## config.mk

```make
export PLATFORM = sky130hd
export DESIGN_NAME = mem_arbiter
export DESIGN_NICKNAME = d
export VERILOG_FILES = /design/src/rtl/mem_arbiter.sv
export SDC_FILE = /design/constraint.sdc
export NUM_CORES = 1
export LEC_CHECK = 0
export ABC_AREA = 1
export CORE_MARGIN = 2
export CORE_UTILIZATION = 33
export DETAILED_ROUTE_END_ITERATION = 7
export GPL_ROUTABILITY_DRIVEN = 0
export MAX_ROUTING_LAYER = met4
export PLACE_DENSITY = 0.87
export SYNTH_ARGS = -nofsm -noshare
export SYNTH_HDL_FRONTEND = slang
export SYNTH_SLANG_ARGS = --single-unit
```

## constraint.sdc

```tcl
create_clock -name clock -period 5.1 [get_ports clock]
set_input_delay 0.765 -clock clock [delete_from_list [all_inputs] [get_ports clock]]
set_output_delay 0.765 -clock clock [all_outputs]
set_load 0.005 [all_outputs]
```

## src/rtl/mem_arbiter.sv

```systemverilog
// mem_arbiter: two-master round-robin arbiter in front of one shared memory
// port, with a per-transaction wait timeout and a sticky timeout flag.
// Ports:
//   clock, reset            rising-edge clock, asynchronous active-low reset
//   m0_*                    CPU master: read/write strobes, addr, wdata, ack, rdata
//   m1_*                    IO/DMA master: same meaning as m0_*
//   mem_*                   shared memory port (strobes, addr, wdata out; rdata, ack in)
//   timeout_err             sticky, set when any transaction times out
//   stateout                current FSM state (IDLE=0, BUSY0=1, BUSY1=2, DRAIN=3)
module mem_arbiter #(
  parameter int unsigned TIMEOUT = 15
) (
  input  logic        clock,
  input  logic        reset,
  input  logic        m0_read,
  input  logic        m0_write,
  input  logic [15:0] m0_addr,
  input  logic [15:0] m0_wdata,
  output logic        m0_ack,
  output logic [15:0] m0_rdata,
  input  logic        m1_read,
  input  logic        m1_write,
  input  logic [15:0] m1_addr,
  input  logic [15:0] m1_wdata,
  output logic        m1_ack,
  output logic [15:0] m1_rdata,
  output logic        mem_read,
  output logic        mem_write,
  output logic [15:0] mem_addr,
  output logic [15:0] mem_wdata,
  input  logic [15:0] mem_rdata,
  input  logic        mem_ack,
  output logic        timeout_err,
  output logic [1:0]  stateout
);

  localparam int unsigned DW = 16;
  localparam int unsigned CW = 8;

  typedef enum logic [1:0] {
    IDLE  = 2'd0,
    BUSY0 = 2'd1,
    BUSY1 = 2'd2,
    DRAIN = 2'd3
  } state_e;

  state_e        state_q, state_d;
  logic          last_q, last_d;
  logic [CW-1:0] cnt_q, cnt_d;
  logic          terr_q, terr_d;

  logic          req0, req1, sel;
  logic          cur_rd, cur_wr;
  logic [DW-1:0] cur_addr, cur_wdata;
  logic          ack;
  logic [DW-1:0] rdata;

  assign req0 = m0_read | m0_write;
  assign req1 = m1_read | m1_write;
  assign sel  = (state_q == BUSY1);

  // Mux of the currently owning master's request fields.
  assign cur_rd    = sel ? m1_read  : m0_read;
  assign cur_wr    = sel ? m1_write : m0_write;
  assign cur_addr  = sel ? m1_addr  : m0_addr;
  assign cur_wdata = sel ? m1_wdata : m0_wdata;

  // Next-state and combinational memory/ack decode.
  always_comb begin
    state_d   = state_q;
    last_d    = last_q;
    cnt_d     = cnt_q;
    terr_d    = terr_q;
    mem_read  = 1'b0;
    mem_write = 1'b0;
    mem_addr  = '0;
    mem_wdata = '0;
    ack       = 1'b0;
    rdata     = '0;

    unique case (state_q)
      IDLE: begin
        // m0 wins when alone, or in contention when m1 was served last.
        if (req0 && (!req1 || last_q)) begin
          state_d = BUSY0;
          cnt_d   = '0;
        end else if (req1) begin
          state_d = BUSY1;
          cnt_d   = '0;
        end
      end
      BUSY0, BUSY1: begin
        mem_addr  = cur_addr;
        mem_wdata = cur_wdata;
        // Write takes precedence when both strobes are high.
        mem_write = cur_wr;
        mem_read  = cur_rd & ~cur_wr;
        if (!(cur_rd || cur_wr)) begin
          state_d = IDLE;
        end else if (mem_ack) begin
          ack     = 1'b1;
          rdata   = mem_rdata;
          last_d  = sel;
          state_d = IDLE;
        end else if (cnt_q == CW'(TIMEOUT)) begin
          mem_read  = 1'b0;
          mem_write = 1'b0;
          ack       = 1'b1;
          rdata     = 16'hFFFF;
          terr_d    = 1'b1;
          last_d    = sel;
          state_d   = DRAIN;
        end else begin
          cnt_d = cnt_q + CW'(1);
        end
      end
      DRAIN: begin
        state_d = IDLE;
      end
      default: state_d = IDLE;
    endcase
  end

  // Route the completion to the owning master only.
  assign m0_ack   = ack & ~sel;
  assign m1_ack   = ack & sel;
  assign m0_rdata = sel ? '0 : rdata;
  assign m1_rdata = sel ? rdata : '0;

  assign timeout_err = terr_q;
  assign stateout    = state_q;

  // State registers; last resets to 1 so m0 wins the first contention.
  always_ff @(posedge clock or negedge reset) begin
    if (!reset) begin
      state_q <= IDLE;
      last_q  <= 1'b1;
      cnt_q   <= '0;
      terr_q  <= 1'b0;
    end else begin
      state_q <= state_d;
      last_q  <= last_d;
      cnt_q   <= cnt_d;
      terr_q  <= terr_d;
    end
  end

endmodule

```

==> results of run 1 <==
## critical path, delay by kind of cell
kind	cells	cell delay, ns
simple gates	6	0.63
buf+inv	3	1.09
compound gates	1	0.19
## worst paths after layout
path                                         startpoint                       to  slack (ns)
worst min-delay path            timeout_err$_DFFE_PN0P_  timeout_err$_DFFE_PN0P_        0.48
max in group asynchronous                         reset       last_q$_DFFE_PN1P_        3.86
worst max register to register  stateout[0]$_DFFE_PN0P_     cnt_q[4]$_DFFE_PN0P_        3.03
worst max-delay path                            m1_read              m0_rdata[0]        1.64
min in group asynchronous                         reset     cnt_q[2]$_DFFE_PN0P_        0.87
worst min register to register  timeout_err$_DFFE_PN0P_  timeout_err$_DFFE_PN0P_        0.48
## final cells by class
cell class,count,area (µm²),share of cell area (%)
Tap cell,67,83.8,2.55
Clock buffer,4,55.1,1.68
Timing Repair Buffer,160,1590,48.6
Inverter,37,141,4.31
Sequential cell,12,302,9.18
Multi-Input combinational cell,235,1110,33.7
## cell usage after synthesis (all sizes together)
library cell	count
nor3	3
a21oi	34
clkbuf	13
nor2	86
buf	6
or2	1
dfstp	1
inv	37
nand3	13
o21ai	34
o21bai	1
nand4	2
nand2	56
ha	4
dfrtp	11
a21o	1
## registers in the layout (all words and copies together), names as in the netlist
| register | count |
|---|---|
| timeout_err | 1 |
| cnt_q | 8 |
| last_q | 1 |
| stateout | 2 |
## cell families after synthesis
group / count (synthesis)
AND/OR/NAND/NOR: 161
AO/OA/AOI/OAI: 70
buffers and inverters: 56
flip-flops: 12
adder cells (fa/ha/maj): 4
## routing by layer
| metal | global-route usage [%] | routed length [µm] |
|---|---|---|
| met5 | - | 0 |
| met4 | 9.52 | 221 |
| met3 | 2.68 | 338 |
| met2 | 40.0 | 3440 |
| met1 | 28.3 | 2550 |
## power by group through the flow
| stage | logic, mW | registers [mW] | clock network [mW] |
|---|---|---|---|
| CTS | 1.24 | 0.136 | 0.107 |
| global placement | 1.22 | 0.137 | 0 |
| detailed placement | 1.24 | 0.136 | 0 |
| floorplan | 0.594 | 0.134 | 0 |
| finish | 1.23 | 0.136 | 0.108 |
| global route | 1.36 | 0.138 | 0.113 |
## metrics by stage
stage | utilization, % | cell area, µm²
6_report | 69.1 | 3280
5_1_grt | 69.1 | 3280
4_1_cts | 69.1 | 3280
3_5_place_dp | 67.9 | 3230
3_3_place_gp | 67.9 | 3230
2_1_floorplan | - | 1650
==> results.md, run 1 <==
- Post-CTS repair changed the size of 0 cells.
- The combinational family with the most area after synthesis is simple AND/OR/NAND/NOR gates.
- After floorplanning, the core was sized to cover ~4800 µm².
- Setup violations remaining at the end of the flow were counted as 0.
- The chip height is approximately 75 µm.
- The library cell used most frequently in the layout, excluding fill and tap cells, is clkdlybuf4s50_1.
- The final global-route overflow total is 0.
- After Yosys synthesis, XOR and XNOR cells account for 0% of the synthesized area.
- The peak supply drop is approximately 0.29 mV.
- The initial antenna violation count is 0.
- Post-CTS timing repair inserted 0 buffers for setup.
- Clock latency on the worst-skew pair, taken at its later pin, is about 0.25 ns.
- The worst reg-to-reg path cell count is 11.
- After detailed routing, the average wire length per cell comes to roughly 13 µm.
- The effective utilization at floorplan is between 30% and 40%.
- The total net switching power is 656 µW.
- The wire length of the first global-routing pass is about 10000 µm.
- The number of max-capacitance violations reported is 0.
- STA classifies the critical path endpoint as an output pin.
- The share of post-route cells with drive strength above 1 is 5.80%.
- The initialized floorplan defines 25 standard-cell rows.
- The final layout contains 540 nets.
- Along the worst hold path, the cell count comes to 1.
- The deepest clock path buffer count is 2.
- The placed wire-length estimate after detailed placement is 5170 µm.
- The area share of the largest cell type after synthesis is a little under a fifth.
- At the worst endpoint, the arrival time is around 2.7 ns.
- The width of the die is between 70 and 80 µm.
- The slowest stage of the critical path is the clkdlybuf4s50_1 cell.
- The violation count after the first detailed-routing iteration is between 80 and 90.
- Before antenna repair, the detailed router went through 4 iterations.
- The area growth from synthesis to final layout is 99.2%.
- The worst hold path class is reg -> reg.
- The master cell of the clock root buffer is clkbuf_8.
- The clock network burns ~7.3% of the power.
- On the worst path, the slowest cell contributes a delay of 0.53 ns.
- The number of design rule violations left after detail routing is 0.
- In this run the count of I/O pins placed on the die edge is around 160.
- The mux contribution to synthesized area is 0%.
- Sorting the synthesized cells by area gives the leading types as nor2_1 (19%), dfrtp_1 (17%), nand2_1 (10%).
- The cell type contributing the most total cell area after synthesis is nor2_1.
- The net count after synthesis is 394.
- The adder-cell share of the synthesized area is under 10%.
- Timing would allow up to around 290 MHz.
- The number of different library cells used by synthesis comes to 25.
- The via count of the first global-routing pass is 2209.
- STA classifies the critical path startpoint as an input port.
- The max-slew violation total from the final report is 0.
- The run finished with clean final reports.
- In this run the worst path has a maximum fanout of 17.
- The all-layer global routing usage is a little under a quarter.
- The sum of negative setup slack is 0 ns.
- The port buffer count is around 160.
- TritonCTS built the clock tree.
- After synthesis the cells add up to between 1500 and 2000 µm².
- The critical path in this run is classified as in -> out.
- During synthesis, Yosys emitted a total of 0 warnings.
- The share of the Yosys chip area taken by registers is between 10% and 20%.
- In this run the power density over the cells is 449 nW/µm².
- The fraction of power spent switching nets is ~44%.
- Summing internal, switching and leakage power gives approximately 1.5 mW.
- For the pin with the worst max-slew slack, the measured transition is 0.543 ns.
- The layout has 400 filler cells.
- The maximum number of pins on one net before global-route repair is 36.
- The synthesized netlist cell count is ~300.
- In this run the remaining antenna-violating nets after routing total 0.
- Headroom to the max-slew limit came out at about 64%.
- The worst hold slack is approximately 0.48 ns.
- Leaving out filler cells and counting taps, the final layout contains 515.
- Before CTS, the worst setup slack after placement is approximately 1.7 ns.
- The setup slack after layout is 1.64 ns.
- The routed layout has 2389 vias.
- The number of buffers added by the clock tree synthesis step is 3.
- In this run the number of H-tree levels came out at 1.
- The number of hold-slack violations in the final timing report is 0.
- The cts-stage hold buffer count is 0.
- The full die area is around 5600 µm².
- After detailed placement, the design holds a cell count of 511.
- The simple logic cell fraction of the synthesized area is ~42%.
- Dividing the final minimum period by the clock period gives between 60% and 70%.
- The data required time of the critical path is roughly 4.3 ns.
- The number of sinks driven by the clock tree is 12.
- Walking the worst path, the cells encountered are clkdlybuf4s50_1 -> inv_1 -> nand2_1 -> nand2_2 -> nand2_2 -> nand2_4 -> nor2_8 -> nand2_4 -> a21oi_1 -> clkdlybuf4s50_1.
- Setup repair after global routing left no endpoint under its margin.
- The design internal power is about 820 µW.
- In the layout the commonest cells are clkdlybuf4s50_1 (157), nor2_1 (83), nand2_1 (46), inv_1 (34), o21ai_0 (34).
- Wires add up to ~6500 µm.
- The share of total power in combinational logic is a little over four fifths.
- Across the routed clock network, the largest skew measured is about 0.0024 ns.
- For this design the static power due to leakage is 1.56 nW.
- The detailed-route vias per instance is 4.64.
- The number of flip-flops and latches in the synthesized netlist is 12.
- The clock period could shrink to ~3.5 ns.
- The complex-gate fraction of the synthesized area is roughly 22%.
- The repair_antennas step left the layout with diodes totalling 0.
- The clock-pin slew reported for the worst setup and hold paths after clock tree synthesis is 0.05 ns.
- The sequential fraction of design power is under 10%.
- Averaged over all synthesized cells, the footprint is roughly 5.4 µm².
(Power assumes the default switching activity.)
==> inputs of run 2 (changes only) <==
--- a/config.mk
+++ b/config.mk
@@ -7,11 +7,11 @@
 export LEC_CHECK = 0
 export ABC_AREA = 1
 export CORE_MARGIN = 2
-export CORE_UTILIZATION = 33
+export CORE_UTILIZATION = 28
 export DETAILED_ROUTE_END_ITERATION = 7
 export GPL_ROUTABILITY_DRIVEN = 0
 export MAX_ROUTING_LAYER = met4
-export PLACE_DENSITY = 0.87
+export PLACE_DENSITY = 0.79
 export SYNTH_ARGS = -nofsm -noshare
 export SYNTH_HDL_FRONTEND = slang
 export SYNTH_SLANG_ARGS = --single-unit
==> constraint.sdc (replaced) <==
create_clock -name clock -period 3.07 [get_ports clock]
set_input_delay 0.4605 -clock clock [delete_from_list [all_inputs] [get_ports clock]]
set_output_delay 0.4605 -clock clock [all_outputs]
set_load 0.005 [all_outputs]
==> run 2 against run 1 <==
- sequential share of layout area fell by 0.11 points
- critical path depth increased by 1
- worst hold slack better by 0.00055 ns
- utilization is 9.8 points lower
- non-clock buffer count grew 3
- combinational power grew 67%
- cell count rose by 1.6%
- clock skew rose by 0.0012 ns
- worst setup slack worse by 1.4 ns
- via count rose by 2.4%
- die area up 17%
==> results.md, run 2 (synthesized netlist as in run 1, its figures left out) <==
- The run finished with clean final reports.
- The placed wire-length estimate after detailed placement is 5340 µm.
- The detail-routed net length per standard cell is between 10 and 15 µm.
- In the layout the commonest cells are clkdlybuf4s50_1 (157), nor2_1 (83), nand2_1 (46), o21ai_0 (34).
- The number of design rule violations left after detail routing is 0.
- The via count of the first global-routing pass is 2193.
- CTS built an H-tree with a depth of 1.
- between 150 and 200 I/O pins were placed.
- The initialized floorplan defines 27 standard-cell rows.
- The library cell used most frequently in the layout, excluding fill and tap cells, is clkdlybuf4s50_1.
- The placeable core region is 5610 µm².
- The register with the most flip-flops in the layout has 8 of them.
- The initial utilization of the core area, before any placement, comes to approximately 29%.
- The number of sinks driven by the clock tree is 12.
- Setup violations remaining at the end of the flow were counted as 0.
- The die is between 80 and 90 µm tall.
- The final wirelength is around 6400 µm.
- The TritonCTS clock tree is done.
- The final route contains 2446 vias.
- STA classifies the critical path endpoint as an output pin.
- The cts-stage hold buffer count is 0.
- The leakage power is approximately 1.6 nW.
- Of all nets on the critical path, the largest fanout is 17.
- The number of optimization iterations in the first detailed-route pass is 4.
- The later-pin clock latency in the skew report is about 0.25 ns.
- The startpoint kind of the worst setup timing path is a flop.
- The data required time of the critical path is roughly 2.6 ns.
- In this run the critical register-to-register path is launched from stateout[1]$_DFFE_PN0P_.
- Clock tree synthesis selected as its root buffer the cell clkbuf_8.
- The path class of the tightest hold or removal check is reg -> reg.
- The repair_antennas step left the layout with diodes totalling 0.
- After the last flow step, the layout net total stands at 543.
- Power spread over the standard cell area amounts to between 700 and 800 nW/µm².
- Across all register-to-register paths, the minimum setup slack is approximately 1.1 ns.
- The critical path is of the reg -> out type.
- After routing, the total negative slack on setup checks comes to 0 ns.
- In this run the worst setup path begins at stateout[0]$_DFFE_PN0P_.
- No sink is reached through more buffers than the 2 on the longest clock path.
- The width of the die is 80.7 µm.
- For hold timing, the worst endpoint is timeout_err$_DFFE_PN0P_.
- The full die area is around 6500 µm².
- Global routing consumed, over all layers together, ~20% of the routing resources.
- The startpoint identified for the worst hold timing path is timeout_err$_DFFE_PN0P_.
- The register with the most flip-flops is cnt_q.
- The first global-routing pass estimated about 10000 µm of wire.
- The violation count after the first detailed-routing iteration is a little under 100.
- Setup repair after global routing left no endpoint under its margin.
- The number of cells traversed by the worst hold path is 1.
- The setup slack after layout is 0.216 ns.
- Static timing analysis puts the maximum clock frequency at around 350 MHz.
- The final cycle utilization of the critical path is 93.0%.
- In the routed layout, each cell is associated on average with a via count of 4.68.
- The max-slew violation total from the final report is 0.
- The number of hold-slack violations in the final timing report is 0.
- The area growth from synthesis to final layout is 102%.
- In this run, CTS created clock tree buffers numbering 3.
- The number of max-capacitance violations reported is 0.
- The initial antenna violation count is 0.
- After global routing the overflow that remains totals 0.
- The maximum number of pins on one net before global-route repair is 30.
- The clock-pin slew reported for the worst setup and hold paths after clock tree synthesis is approximately 0.050 ns.
- The worst reg-to-reg path cell count is 9.
- The actual slew at the worst max-slew pin is around 0.55 ns.
- The peak supply drop is 0.414 mV.
- The relative max-transition margin is between 60% and 70%.
- The share of post-route cells with drive strength above 1 is under 10%.
- Prior to clock tree synthesis, the placed netlist has a worst setup slack of 0.208 ns.
- In this run the tool buffered the top-level ports with 157 buffer cells.
- The worst register-to-register path ends at cnt_q[7]$_DFFE_PN0P_.
- Clock skew on the completed layout was measured at 0.00361 ns.
- The count of nets left with antenna violations once routing finished came out at 0.
- The final critical delay including setup and external delays is between 2 and 3 ns.
- The arrival time at the worst endpoint is about 2.4 ns.
==> run 2: per-stage QoR <==
step	utilization [%]	hold slack (ns)	cells	area (µm²)	power, mW
floorplan	-	0.165	303	1650	1.21
global placement	58.1	0.484	519	3260	2.27
detailed placement	58.1	0.470	519	3260	2.29
CTS	59.1	0.484	523	3310	2.48
global route	59.3	0.489	523	3320	2.69
finish	59.3	0.483	523	3320	2.47
==> run 2: repair_timing <==
action                                  CTS  global route
resized for setup                         1             2
endpoints found under the setup margin    4            33
buffers inserted                          0             0
endpoints found under the hold margin     0             0
==> run 2: metal layers <==
layer	vias to the layer above	wire length (µm)	global-route usage, %
met5	-	0	-
met1	1086	2470	22.3
met3	11	400	3.26
li1	1249	-	-
met4	0	158	7.97
met2	100	3390	35.1
==> run 2: worst max-delay path by stage <==
stage                   end  slack, ns  cells after the start
4_1_cts         m1_rdata[6]       0.06                     11
6_report        m1_rdata[6]       0.22                     11
3_5_place_dp    m1_rdata[6]       0.21                     11
3_3_place_gp   m0_rdata[12]       0.35                     11
5_1_grt         m1_rdata[6]       0.03                     11
2_1_floorplan  m1_rdata[10]       1.04                     12
==> run 2: final cells by class <==
class                   instances  area (µm²)
clock buffers                   4        55.1
fillers                       522        2280
inverters                      37         141
multi-input cells             235        1120
flip-flops and latches         12         302
well taps                      72        90.1
repair buffers                163        1620
==> run 2: critical path, stage by stage (launching register included) <==
cell	delay, ns
dfrtp_1	0.40
inv_2	0.11
ha_4	0.21
inv_4	0.11
nand2_2	0.08
nand2_2	0.06
nand2_2	0.08
nand2_4	0.07
nor2_8	0.15
nand2_4	0.14
a21oi_1	0.18
clkdlybuf4s50_1	0.55
==> run 2: power by group <==
group          total (mW)  switching, mW  internal, mW
Combinational        2.06          0.983          1.08
Clock               0.175         0.0613         0.113
Sequential          0.228         0.0315         0.197
==> inputs of run 3 (changes only) <==
--- a/config.mk
+++ b/config.mk
@@ -6,7 +6,7 @@
 export NUM_CORES = 1
 export LEC_CHECK = 0
 export ABC_AREA = 1
-export CORE_MARGIN = 2
+export CORE_MARGIN = 8
 export CORE_UTILIZATION = 28
 export DETAILED_ROUTE_END_ITERATION = 7
 export GPL_ROUTABILITY_DRIVEN = 0
==> run 3 against run 2 <==
- flip-flop and latch count unchanged
- utilization decreased by 2.2 points
- sequential share of layout area about the same
- largest cell class unchanged
==> results.md, run 3 (synthesized netlist as in run 1, its figures left out) <==
- Timing analysis after detailed placement gives a worst setup slack of roughly 0.31 ns.
- The count of vias placed by the detailed router is roughly 2400.
- After detailed routing, the average wire length per cell comes to about 14 µm.
- The clock passes through at most 2 buffers.
- The clock period could shrink to between 2 and 3 ns.
- For the pin with the worst max-slew slack, the measured transition is between 0.5 and 0.6 ns.
- Registers take between 300 and 400 µm².
- The initial antenna violation count came to 0.
- Summing all non-filler instances in the final layout gives an area of ~3300 µm².
- Before antenna repair, the detailed router went through 4 iterations.
- The later-pin clock latency in the skew report is roughly 0.24 ns.
- The top cell types in the final layout, fill and taps aside, are clkdlybuf4s50_1 (157), nor2_1 (83), nand2_1 (46), inv_1 (34), o21ai_0 (34).
- TritonCTS built the clock tree.
- The endpoint type of the worst setup path is an output pin.
- The library cell contributing the largest single delay on the critical path is clkdlybuf4s50_1.
- The worst hold slack is 0.497 ns.
- The all-layer global routing usage is 16.4%.
- The clock-pin slew reported for the worst setup and hold paths after clock tree synthesis is approximately 0.06 ns.
- The total overflow left after global routing is 0.
- The area growth from synthesis to final layout is 101%.
- Power comes to 2.48 mW.
- Between clock sinks in the finished design, the worst skew comes to 0.00427 ns.
- The register with the most flip-flops is cnt_q.
- In this run the core area contains 28 standard-cell rows.
- The final wirelength is 7210 µm.
- The critical path contains buffers and inverters numbering 3 combined.
- In the routed layout, each cell is associated on average with a via count of roughly 4.6.
- The die covers about 8600 µm².
- The maximum net fanout on the critical path is 17.
- The arrival time at the worst endpoint is approximately 2.4 ns.
- The placed wire-length estimate after detailed placement is 6060 µm.
- In the routed design, unresolved DRC markers number 0.
- In this run the power density over the cells is 747 nW/µm².
- The number of antenna cells inserted is 0.
- The detail route stage leaves a number of antenna-violating nets equal to 0.
- The width of the die is between 90 and 100 µm.
- Entering global routing, the biggest net connects 33 pins.
- Buffers inserted during clock tree synthesis total 3.
- Summed over all cells, the static leakage comes to approximately 1.6 nW.
- The worst hold path class is reg -> reg.
- The cell that appears most often on the critical path is nand2_2.
- The master cell of the clock root buffer is clkbuf_8.
- The number of flip-flops under the largest register name is 8.
- For this run, the top clock speed supported by timing is 348 MHz.
- The startpoint kind of the worst setup timing path is a flop.
- The run finished with clean final reports.
- In the finished design, the share of the clock period the worst path needs comes to roughly 94%.
- The multi-input gate area in the final layout is 1110 µm².
- The total cell area at the placement stage is approximately 3300 µm².
- Walking the worst path, the cells encountered are inv_1 -> ha_2 -> inv_4 -> nand2_2 -> nand2_2 -> nand2_2 -> nand2_4 -> nor2_8 -> nand2_4 -> a21oi_1 -> clkdlybuf4s50_1.
- The total area inside the core boundary comes to between 5000 and 6000 µm².
- The library cell used most frequently in the layout, excluding fill and tap cells, is clkdlybuf4s50_1.
- The sum of negative setup slack is 0 ns.
- Pin placement for this block handled roughly 160 I/O pins.
- The kind of critical path is reg -> out.
- The cell family contributing the most delay on the critical path is buffers and inverters.
- Max-cap violations in this run came to 0.
- The count of final setup violators is 0.
- For this run, the slowest stage of the critical path takes between 0.5 and 0.6 ns.
- The worst pin sits at a relative slew slack of 62.2%.
- The net count reported at finish is roughly 540.
- The via count of the first global-routing pass came to roughly 2400.
- The number of hold-slack violations in the final timing report is 0.
- CTS built an H-tree with a depth of 1.
- The initial utilization of the core area, before any placement, comes to ~28%.
- After filler insertion, the fill cell instance count of the layout stands at about 570.
- The clock net in this run drives a total of 12 sinks.
- At the worst endpoint, the required time is about 2.6 ns.
- The violation count after the first detailed-routing iteration is about 130.
- The setup slack after layout is between 0.15 and 0.2 ns.
- The peak supply drop is between 0.3 and 0.4 mV.
- The max-slew violation total from the final report is 0.
- Input and output buffers added on the ports amount to around 160.
- The wire length of the first global-routing pass is between 10000 and 15000 µm.
- The chip height is approximately 93 µm.
- The setup fix buffers added after clock tree synthesis is 0.
- Setup repair after global routing left no endpoint under its margin.
- The post-route netlist has between 6 and 7% of its cells at a drive strength greater than 1.
[run 3: metal layers]
metal | vias to the layer above | GRT usage, % | routed length, µm
li1 | 1251 | - | -
met1 | 1050 | 16.4 | 2740
met2 | 103 | 30.8 | 3830
met3 | 5 | 4.45 | 577
met4 | 0 | 3.49 | 51
met5 | - | - | 0
[run 3: area by class of cell]
type                            instances  share of cell area [%]
Inverter                               37                    4.26
Multi-Input combinational cell        235                    33.4
Timing Repair Buffer                  163                    48.7
Tap cell                               75                    2.83
Clock buffer                            4                    1.66
Sequential cell                        12                    9.09
[run 3: worst register-to-register path, cell delays in order, from the launching register on]
cell and delay (ns):
dfrtp_1 0.37, inv_1 0.09, ha_1 0.36, buf_4 0.22, or2_2 0.13, nand2_1 0.07
nor2_4 0.21, nand2_2 0.17, nand2_1 0.10, nand2_1 0.05
[run 3: path summary, 6_finish.rpt]
check                                        start              endpoint  slack [ns]  cells after the start
setup / recovery           stateout[0]$_DFFE_PN0P_          m0_rdata[15]        0.20                     11
hold / removal                cnt_q[1]$_DFFE_PN0P_  cnt_q[1]$_DFFE_PN0P_        0.50                      2
setup reg to reg           stateout[0]$_DFFE_PN0P_  cnt_q[5]$_DFFE_PN0P_        1.19                      9
hold reg to reg               cnt_q[1]$_DFFE_PN0P_  cnt_q[1]$_DFFE_PN0P_        0.50                      2
max in group asynchronous                    reset    last_q$_DFFE_PN1P_        2.11                      1
min in group asynchronous                    reset  cnt_q[2]$_DFFE_PN0P_        0.58                      1
[run 3: where the power goes]
part / leakage (nW) / total (mW) / internal (mW) / switching (mW)
clock network: 0.0288 / 0.176 / 0.114 / 0.0626
registers: 0.160 / 0.226 / 0.197 / 0.0286
logic: 1.38 / 2.08 / 1.08 / 0.996
[run 3: repair_timing]
item,CTS,global route
hold buffers,0,0
setup endpoints to repair,0,26
gates resized for setup,0,1
[run 3: stage by stage]
| stage | std cells | util (%) |
|---|---|---|
| floorplan | 303 | - |
| global placement | 522 | 56.1 |
| CTS | 526 | 57.0 |
| detailed placement | 522 | 56.1 |
| global route | 526 | 57.1 |
| finish | 526 | 57.1 |
